--- src/rtl/isa_pkg.sv ---
// Shared ISA definitions for the instruction sequencer: opcodes, program
// counter / stack pointer / instruction types and field extraction helpers.
package isa_pkg;

    localparam int PC_W     = 8;
    localparam int SP_W     = 8;
    localparam int INSTR_W  = 16;
    localparam int OPCODE_W = 4;
    localparam int IMM_W    = 12;

    typedef logic [PC_W-1:0]     pc_t;
    typedef logic [SP_W-1:0]     sp_t;
    typedef logic [INSTR_W-1:0]  instruction_t;
    typedef logic [IMM_W-1:0]    imm_t;

    // Instruction word layout: [15:12] opcode, [11:0] immediate.
    // Any opcode not listed below executes as a plain NOP.
    typedef enum logic [OPCODE_W-1:0] {
        OP_NOP  = 4'h0,
        OP_JMP  = 4'h1,
        OP_BRZ  = 4'h2,
        OP_CALL = 4'h3,
        OP_RET  = 4'h4,
        OP_HALT = 4'h5
    } opcode_e;

    function automatic opcode_e get_opcode(input instruction_t instr);
        return opcode_e'(instr[INSTR_W-1:IMM_W]);
    endfunction

    function automatic imm_t get_immediate(input instruction_t instr);
        return instr[IMM_W-1:0];
    endfunction

endpackage

--- src/rtl/sequencer_stack.sv ---
// Call/return stack of return addresses. The pointer counts valid entries,
// so it equals STACK_DEPTH when full and 0 when empty; pushes into a full
// stack and pops from an empty stack leave the stack untouched.
module sequencer_stack
    import isa_pkg::*;
#(
    parameter int STACK_DEPTH = 8
) (
    input  logic clk,
    input  logic rst,
    input  logic clear,
    input  logic push,
    input  logic pop,
    input  pc_t  push_data,
    output pc_t  pop_data,
    output sp_t  sp,
    output logic full,
    output logic empty
);

    localparam int IDX_W = (STACK_DEPTH > 1) ? $clog2(STACK_DEPTH) : 1;

    pc_t              mem_r [STACK_DEPTH];
    sp_t              sp_r;
    logic [IDX_W-1:0] wr_idx_s;
    logic [IDX_W-1:0] top_idx_s;

    assign wr_idx_s  = sp_r[IDX_W-1:0];
    assign top_idx_s = IDX_W'(sp_r - sp_t'(1));
    assign full      = (sp_r == sp_t'(STACK_DEPTH));
    assign empty     = (sp_r == sp_t'(0));
    assign pop_data  = mem_r[top_idx_s];
    assign sp        = sp_r;

    // Stack pointer and storage update: clear rewinds, push writes the top, pop drops it.
    always_ff @(posedge clk or posedge rst) begin
        if (rst) begin
            sp_r <= sp_t'(0);
            for (int i = 0; i < STACK_DEPTH; i++) begin
                mem_r[i] <= pc_t'(0);
            end
        end else if (clear) begin
            sp_r <= sp_t'(0);
        end else if (push && !full) begin
            mem_r[wr_idx_s] <= push_data;
            sp_r            <= sp_r + sp_t'(1);
        end else if (pop && !empty) begin
            sp_r <= sp_r - sp_t'(1);
        end else begin
            sp_r <= sp_r;
        end
    end

endmodule

--- src/rtl/instruction_sequencer.sv ---
// Instruction sequencer: fetches one instruction per FETCH/ISSUE pair from
// a synchronous program memory and broadcasts it to the cores together
// with the following PC and SP. Handles JMP, BRZ (taken when no core
// diverges), CALL/RET through a return-address stack, and HALT.
// Optional build macro SEQUENCER_SINGLE_STEP_EN adds a `step` input and a
// STEP_WAIT state that holds each instruction until step is seen.
module instruction_sequencer
    import isa_pkg::*;
#(
    parameter int STACK_DEPTH = 8
) (
    input  logic         clk,
    input  logic         rst,
    input  logic         start,
`ifdef SEQUENCER_SINGLE_STEP_EN
    input  logic         step,
`endif
    output pc_t          imem_addr,
    output logic         imem_rd_en,
    input  instruction_t imem_rdata,
    output instruction_t instruction,
    output pc_t          next_program_counter,
    output sp_t          next_stack_pointer,
    output logic         global_enable,
    input  logic         diverge,
    output logic         busy,
    output logic         done,
    output logic         error
);

`ifdef SEQUENCER_SINGLE_STEP_EN
    typedef enum logic [2:0] {
        IDLE      = 3'd0,
        FETCH     = 3'd1,
        ISSUE     = 3'd2,
        DONE      = 3'd3,
        STEP_WAIT = 3'd4
    } state_e;
`else
    typedef enum logic [2:0] {
        IDLE  = 3'd0,
        FETCH = 3'd1,
        ISSUE = 3'd2,
        DONE  = 3'd3
    } state_e;
`endif

    state_e       state_r, state_nx_s;
    pc_t          pc_r, pc_nx_s, pc_inc_s;
    logic         busy_r, done_r, error_r, rd_en_r;
    instruction_t instr_hold_r, instr_s;
    pc_t          npc_hold_r, npc_s;
    sp_t          nsp_hold_r, nsp_s;
    logic         ge_s, fault_s, halt_s;
    logic         push_s, pop_s, clear_s;
    pc_t          pop_data_s;
    sp_t          sp_s;
    logic         stack_full_s, stack_empty_s;

    sequencer_stack #(
        .STACK_DEPTH (STACK_DEPTH)
    ) u_stack (
        .clk       (clk),
        .rst       (rst),
        .clear     (clear_s),
        .push      (push_s),
        .pop       (pop_s),
        .push_data (pc_inc_s),
        .pop_data  (pop_data_s),
        .sp        (sp_s),
        .full      (stack_full_s),
        .empty     (stack_empty_s)
    );

    assign pc_inc_s = pc_r + pc_t'(1);

    // Next-state, next-PC/SP and broadcast decode; outside ISSUE the last broadcast is held.
    always_comb begin
        state_nx_s = state_r;
        pc_nx_s    = pc_r;
        ge_s       = 1'b0;
        instr_s    = instr_hold_r;
        npc_s      = npc_hold_r;
        nsp_s      = nsp_hold_r;
        push_s     = 1'b0;
        pop_s      = 1'b0;
        clear_s    = 1'b0;
        fault_s    = 1'b0;
        halt_s     = 1'b0;
        case (state_r)
            IDLE: begin
                if (start) begin
                    state_nx_s = FETCH;
                    pc_nx_s    = pc_t'(0);
                    clear_s    = 1'b1;
                end else begin
                    state_nx_s = IDLE;
                end
            end
            FETCH: begin
`ifdef SEQUENCER_SINGLE_STEP_EN
                state_nx_s = STEP_WAIT;
`else
                state_nx_s = ISSUE;
`endif
            end
`ifdef SEQUENCER_SINGLE_STEP_EN
            // The read is repeated every waiting cycle so imem_rdata is
            // valid in whichever cycle ISSUE is finally entered.
            STEP_WAIT: begin
                if (step) begin
                    state_nx_s = ISSUE;
                end else begin
                    state_nx_s = STEP_WAIT;
                end
            end
`endif
            ISSUE: begin
                instr_s = imem_rdata;
                npc_s   = pc_inc_s;
                nsp_s   = sp_s;
                case (get_opcode(imem_rdata))
                    OP_JMP: begin
                        npc_s = pc_t'(get_immediate(imem_rdata));
                    end
                    OP_BRZ: begin
                        if (!diverge) begin
                            npc_s = pc_t'(get_immediate(imem_rdata));
                        end else begin
                            npc_s = pc_inc_s;
                        end
                    end
                    OP_CALL: begin
                        if (stack_full_s) begin
                            fault_s = 1'b1;
                        end else begin
                            push_s = 1'b1;
                            npc_s  = pc_t'(get_immediate(imem_rdata));
                            nsp_s  = sp_s + sp_t'(1);
                        end
                    end
                    OP_RET: begin
                        if (stack_empty_s) begin
                            fault_s = 1'b1;
                        end else begin
                            pop_s = 1'b1;
                            npc_s = pop_data_s;
                            nsp_s = sp_s - sp_t'(1);
                        end
                    end
                    OP_HALT: begin
                        halt_s = 1'b1;
                    end
                    default: begin
                        npc_s = pc_inc_s;
                    end
                endcase
                if (fault_s || halt_s) begin
                    state_nx_s = DONE;
                end else begin
                    ge_s       = 1'b1;
                    pc_nx_s    = npc_s;
                    state_nx_s = FETCH;
                end
            end
            DONE: begin
                state_nx_s = IDLE;
            end
            default: begin
                state_nx_s = IDLE;
            end
        endcase
    end

    // State, PC and registered status/strobe outputs derived from the next state.
    always_ff @(posedge clk or posedge rst) begin
        if (rst) begin
            state_r <= IDLE;
            pc_r    <= pc_t'(0);
            busy_r  <= 1'b0;
            done_r  <= 1'b0;
            rd_en_r <= 1'b0;
        end else begin
            state_r <= state_nx_s;
            pc_r    <= pc_nx_s;
            busy_r  <= (state_nx_s != IDLE);
            done_r  <= (state_nx_s == DONE);
`ifdef SEQUENCER_SINGLE_STEP_EN
            rd_en_r <= (state_nx_s == FETCH) || (state_nx_s == STEP_WAIT);
`else
            rd_en_r <= (state_nx_s == FETCH);
`endif
        end
    end

    // Sticky stack-fault flag, cleared only when a new generation is accepted.
    always_ff @(posedge clk or posedge rst) begin
        if (rst) begin
            error_r <= 1'b0;
        end else if (clear_s) begin
            error_r <= 1'b0;
        end else if (fault_s) begin
            error_r <= 1'b1;
        end else begin
            error_r <= error_r;
        end
    end

    // Keep the last broadcast visible between ISSUE cycles.
    always_ff @(posedge clk or posedge rst) begin
        if (rst) begin
            instr_hold_r <= instruction_t'(0);
            npc_hold_r   <= pc_t'(0);
            nsp_hold_r   <= sp_t'(0);
        end else if (state_r == ISSUE) begin
            instr_hold_r <= instr_s;
            npc_hold_r   <= npc_s;
            nsp_hold_r   <= nsp_s;
        end else begin
            instr_hold_r <= instr_hold_r;
            npc_hold_r   <= npc_hold_r;
            nsp_hold_r   <= nsp_hold_r;
        end
    end

    assign imem_addr            = pc_r;
    assign imem_rd_en           = rd_en_r;
    assign instruction          = instr_s;
    assign next_program_counter = npc_s;
    assign next_stack_pointer   = nsp_s;
    assign global_enable        = ge_s;
    assign busy                 = busy_r;
    assign done                 = done_r;
    assign error                = error_r;

endmodule

--- config.mk ---
export PLATFORM = sky130hd
export DESIGN_NAME = instruction_sequencer
export DESIGN_NICKNAME = d
export VERILOG_FILES = /design/src/rtl/isa_pkg.sv /design/src/rtl/sequencer_stack.sv /design/src/rtl/instruction_sequencer.sv
export SDC_FILE = /design/constraint.sdc
export NUM_CORES = 1
export LEC_CHECK = 0
export ABC_AREA = 1
export BUFFER_PORTS_ARGS = -buffer_cell sky130_fd_sc_hd__buf_4
export CORE_ASPECT_RATIO = 0.7
export CORE_MARGIN = 2
export CORE_UTILIZATION = 35
export DETAILED_ROUTE_END_ITERATION = 7
export SKIP_LAST_GASP = 1
export SYNTH_ARGS = -nofsm -noshare
export SYNTH_HDL_FRONTEND = slang
export SYNTH_SLANG_ARGS = --single-unit
--- constraint.sdc ---
create_clock -name clk -period 3.28 [get_ports clk]
set_input_delay 0.328 -clock clk [delete_from_list [all_inputs] [get_ports clk]]
set_output_delay 0.328 -clock clk [all_outputs]
set_load 0.05 [all_outputs]
== After elaboration in Yosys (flattened, before gate mapping) ==
Index checks and enable logic that the tools add are counted.
W data, S select, Z words.

* Output and inout bits: 45
* Word-level logic and storage cells: 97
* Input bits: 20
* Register bits after elaboration: 119

* $lt $le $gt $ge: 3
* Reduce and logical (&&, ||, !) cells: 14
* Bitwise operators: 3
* Add/sub/neg operators: 3
* Equality and inequality tests: 12
* Muxes and demuxes: 44

{| class="wikitable"
|+ Operators by type and width
! kind !! number
|-
| $mux W8 || 15
|-
| $bwmux W64 || 1
|-
| $pmux W8 S2 || 2
|-
| $pmux W8 S4 || 1
|-
| $bmux W8 S3 || 1
|-
| $demux W8 S3 || 1
|-
| $mux W1 || 19
|-
| $add A8 B1 Y8 const B || 2
|-
| $mux W16 || 1
|-
| $pmux W3 S3 || 1
|-
| $eq A4 B2 Y1 const B || 2
|-
| $eq A4 B3 Y1 const B || 2
|-
| $eq A8 B4 Y1 const B || 1
|-
| $ge A4 B4 Y1 const B || 2
|-
| $logic_not A8 Y1 || 1
|-
| $not A3 Y4 || 2
|-
| $sub A8 B1 Y8 const B || 1
|-
| $eq A3 B1 Y1 const B || 2
|-
| $eq A3 B2 Y1 const B || 2
|-
| $reduce_bool A3 Y1 || 2
|-
| $eq A4 B1 Y1 const B || 1
|-
| $lt A4 B1 Y1 const B || 1
|-
| $ne A2 B2 Y1 const B || 2
|-
| $reduce_bool A2 Y1 || 2
|-
| other kinds (9) || 12
|}

== Depth between registers and ports, before layout ==
* Depth after elaboration: 9
* Gate-level depth with buffers: 15

== Modules after synthesis ==
From an unflattened synthesis, not the netlist that was laid out.

* Cell total of the unflattened synthesis: 876
* Area total of the unflattened synthesis: 6613.8 um^2

{| class="wikitable"
|+ Modules (own cells, without submodules)
! module !! sequential area each (um^2) !! instances !! area each (um^2) !! cells each
|-
| sequencer_stack || 1801.7 || 1 || 3727.3 || 460
|-
| instruction_sequencer || 1151.1 || 1 || 2886.5 || 416
|}

== Worst setup path before layout ==
Ideal clock, no wire load.

* Kind: reg-to-output
* From: register u_stack.sp_r[0] (netlist: u_stack.sp[0])
* To: output port next_stack_pointer[2]
* Arrival: 2.910 ns
* Setup slack: 0.042 ns
* Stages on the path, launching flop included: 11
* Data required time: 2.952 ns
* Cells stage by stage: dfrtp_1 > buf_4 > inv_1 > buf_4 > buf_2 > ha_1 > xor2_4 > inv_2 > o21ai_0 > a21oi_1 > o21ai_0

* Word-level cells in the longest chain between the ends: 4
* Elaborated cells on any way between the ends: 8
* Classes of those cells: add/sub: 2; eq/ne: 1; mux: 4; reduce/logical: 1

{| class="wikitable"
|+ RTL lines
! what !! line !! text
|-
| from (decl) || sequencer_stack.sv:24 || <nowiki>sp_t sp_r;</nowiki>
|-
| from (signal assigned) || sequencer_stack.sv:38 || <nowiki>sp_r <= sp_t'(0);</nowiki>
|-
| from (signal assigned) || sequencer_stack.sv:43 || <nowiki>sp_r <= sp_t'(0);</nowiki>
|-
| from (signal assigned) || sequencer_stack.sv:46 || <nowiki>sp_r <= sp_r + sp_t'(1);</nowiki>
|-
| $sub A8 B1 Y8, or another cell as far along || instruction_sequencer.sv:148 || <nowiki>nsp_s = sp_s - sp_t'(1);</nowiki>
|-
| $mux W8, on equally long branches || instruction_sequencer.sv:143, instruction_sequencer.sv:134 ||
|-
| $pmux W8 S2 * || instruction_sequencer.sv:122 || <nowiki>case (get_opcode(imem_rdata))</nowiki>
|-
| $mux W8 * || instruction_sequencer.sv:90 || <nowiki>case (state_r)</nowiki>
|-
| to (decl) || instruction_sequencer.sv:23 || <nowiki>output sp_t next_stack_pointer,</nowiki>
|}

Every way passes the cells marked *; elsewhere a longest branch is shown, timed or not.

== Worst setup path in the final report ==
* From: register u_stack.sp_r[1] (netlist: u_stack.sp[1])
* To: output port next_program_counter[6]

* Word-level cells in the longest chain between the ends: 8
* Elaborated cells on any way between the ends: 11
* Classes of those cells: add/sub: 1; eq/ne: 1; mux: 7; bitwise: 1; reduce/logical: 1

{| class="wikitable"
|+ RTL lines
! what !! line !! text
|-
| $sub A8 B1 Y8 || -- ||
|-
| $not A3 Y4 (not written as such) || sequencer_stack.sv:32 || <nowiki>assign pop_data = mem_r[top_idx_s];</nowiki>
|-
| $bmux W8 S3 || sequencer_stack.sv:32 ||
|-
| $mux W8 (not written as such) (2 in series) || sequencer_stack.sv:32 ||
|-
| $mux W8 || instruction_sequencer.sv:143 || <nowiki>if (stack_empty_s) begin</nowiki>
|-
| $pmux W8 S4 * || instruction_sequencer.sv:122 ||
|-
| $mux W8 * || instruction_sequencer.sv:90 ||
|-
| to (decl) || instruction_sequencer.sv:22 || <nowiki>output pc_t next_program_counter,</nowiki>
|}

Every way passes the cells marked *; elsewhere a longest branch is shown, timed or not. The select of a mux whose other input is x is not followed.

==> results.md <==
- Number of max-cap violations: 0
- IO buf count: 64
- Setup bufs post-CTS: 0
- R2r endpoint: u_stack.sp[2]
- Syn Nets: ~800
- Commonest non-fill, non-tap cell in the layout: nand2_1
- Leading post-synthesis cells by cell area: dfrtp_1, nand2_1, o21ai_1, o21ai_0, nand3_1
- Crit start category: register
- CP required: approximately 3000 ps
- Total clock sinks: 118
- CTS clk-pin slew, worst paths: 60 ps
- Hold_sp: imem_rdata[8]
- Fraction of layout cells with a size suffix above 1: 0.178
- Overflow left after global routing: 0
- Switch share: 0.478
- Syn Std Cell Area: a little over 6000 um2
- Mapped Cells: between 700 and 800
- Number of synthesized flops with an enable pin: 0
- Num rows: 40
- Die Y-Extent: 115 um
- Sum Neg Setup Slack: 0 ps
- Final hold viol count: 0
- Syn_area_per_cell: between 7 and 8 um2
- Core Box Area: 17300 um2
- Setup CP Type: reg -> out
- CP peak stage delay: roughly 450 ps
- Internal power: 3740 uW
- Cell taking the most area after synthesis: dfrtp_1
- Fraction of power consumed by sequential logic: 0.270
- Initial antenna violation count: 0
- # DRC: 0
- Largest net degree at the start of global routing: 72
- CP Cell Sequence: inv_2, ha_1, xor2_4, inv_2, nand2_1, nand3_1, nand2_1, inv_1, nand3_1, nand2_1, nand2_1, buf_4
- Number of clock buffers inserted by TritonCTS: 17
- Hold depth: 3
- Pwr/cell area: ~960 nW/um2
- F_max: ~0.33 GHz
- Final net count: 868
- H-tree Lvls: 4
- Drt via density: 4.93
- CTS tree: yes
- Routed wire length per instance: around 16 um
- Most frequent cells in the layout: nand2_1, dfrtp_1, buf_4
- Worst reg2reg startpoint: u_stack.sp[1]
- Hold Slack: 117 ps
- Post-route cell area: about 7500 um2
- Setup violators final: 0
- RSZ-0062 raised after global routing: false
- Top Family by Delay on Critical Path: buffers and inverters
- Cell mode on critical path: nand2_1
- CP Max Fanout: 10
- P_sw: about 3400 uW
- PnR worst setup slack: roughly 250 ps
- CP Capture Type: output port
- Status: finished, final reports clean
- Comb power frac: 0.482
- Remaining antenna violation count after routing: 0
- Vias in the first global route: 4992
- Clock Tree Buf Depth: 2
- CP max-delay cell: dfrtp_1
- Tcrit/Tclk final: 0.923
- R2R setup slack: approximately 1100 ps
- Placed cell areas: around 7000 um2
- Clock share of power: 0.248
- Initial Util: 0.360
- WP buf/inv: 4
- Worst-skew pair later-pin latency: approximately 430 ps
- Hold Path Class: in -> reg
- Die ar.: between 15000 and 20000 um2
- Die width: around 160 um
- Gr usage total: 0.192
- Hold endpoint: instr_hold_r[8]
- First-pass GRT wire length: approximately 28000 um
- Rel. slew slack: 0.524
- Post-synthesis register bit count: approximately 120
- First drt pass iteration count: 6
- Synth Warn #: 0
- Fin crit period: 3030 ps
- Arrival time worst endpoint: 2700 ps
- Least-Margin Pin Slew: between 700 and 800 ps
- Placed wire-length estimate: around 12000 um
- Prevailing post-synth register cell: dfrtp_1
- Sequential fraction of the synthesis area: 0.476
- Vias: roughly 5400
- LEAKAGE: 0.00374 uW
- Critical Path Start: u_stack.sp[1]
- Count of final max-slew check failures: 0
- Layout Area Growth over Synthesis: 20.2%
- Placer's final routability congestion estimate: 0.855
- ANT cells: 0
- WL final: around 17000 um
- Initial DRC count: about 400
- Place WS: around 590 ps
- Final setup skew: ~11 ps
- VDD IR max: between 0.5 and 0.6 mV
- Root Driver: clkbuf_16
- Unique cell type count in the Yosys netlist: 38
- IO Pins: 65
- Asr flop ratio synth: 1.00
- FF-to-FF path depth: 9
- Share of the synthesized area in the top cell type: 0.476
-- worst min-delay path, stage by stage --
cell and delay [ps]:
buf_4 80, nand2_1 50, nand2_1 50
-- registers in the layout (all words and copies together) (netlist names) --
register	count
error	1
state_r	2
u_stack.sp	8
imem_rd_en	1
done	1
u_stack.mem_r	64
nsp_hold_r	8
instr_hold_r	16
imem_addr	8
npc_hold_r	8
busy	1
-- per-stage QoR --
stage                     power [uW]  instances  utilization
final                           7160       1087        0.432
after CTS                       7190       1087        0.432
after floorplan                 4420        779            -
after global placement          5370       1055        0.399
after detailed placement        5400       1055        0.399
after global routing            7600       1087        0.432
-- power by group through the flow --
stage               Clock (uW)  Sequential, uW  Combinational, uW
finish                    1780            1930               3450
global route              1880            1960               3760
CTS                       1800            1930               3460
detailed placement           0            1950               3450
global placement             0            1950               3430
floorplan                    0            1980               2440
-- Yosys cell counts, types with 10 or more instances --
cell and n:
nand2_1 254, dfrtp_1 118, nor2_1 68, o21ai_1 64, o21ai_0 60, nand3_1 53
inv_1 40, clkbuf_1 15, o211ai_1 11, xor2_1 10
-- cell type report --
type	instances	area, um2
clock buffer	17	425
clock inverter	14	129
fill	1736	9800
inverter	48	186
multi-input combinational	581	2880
sequential	118	2950
tap	231	289
timing repair buffer	78	601
-- worst max path at each step --
stage	to	depth (start not counted)
2_1_floorplan	next_stack_pointer[2]	10
3_3_place_gp	next_program_counter[5]	12
3_5_place_dp	next_program_counter[5]	12
4_1_cts	next_program_counter[5]	12
5_1_grt	next_program_counter[0]	11
6_report	next_program_counter[6]	12
-- per-layer routing --
metal	global-route usage	share of wire
met1	0.300	0.52
met2	0.268	0.41
met3	0.0387	0.059
met4	0.0543	0.0092
met5	0	0
-- kinds of logic after synthesis --
family / after synthesis / synth area share
xor gates and xnor gates: 11 / 0.0185
DFF: 118 / 0.476
and+or+nand+nor: 404 / 0.291
buffers and inverters: 80 / 0.0617
adders and majority gates: 4 / 0.00806
AOI/OAI and AO/OA: 162 / 0.145
-- what timing repair did --
action	CTS	global route
hold buffers	1	0
endpoints found under the hold margin	15	0
gates resized for setup	0	3
setup endpoints to repair	0	7
Note: power is estimated with default switching activity, not from simulation.
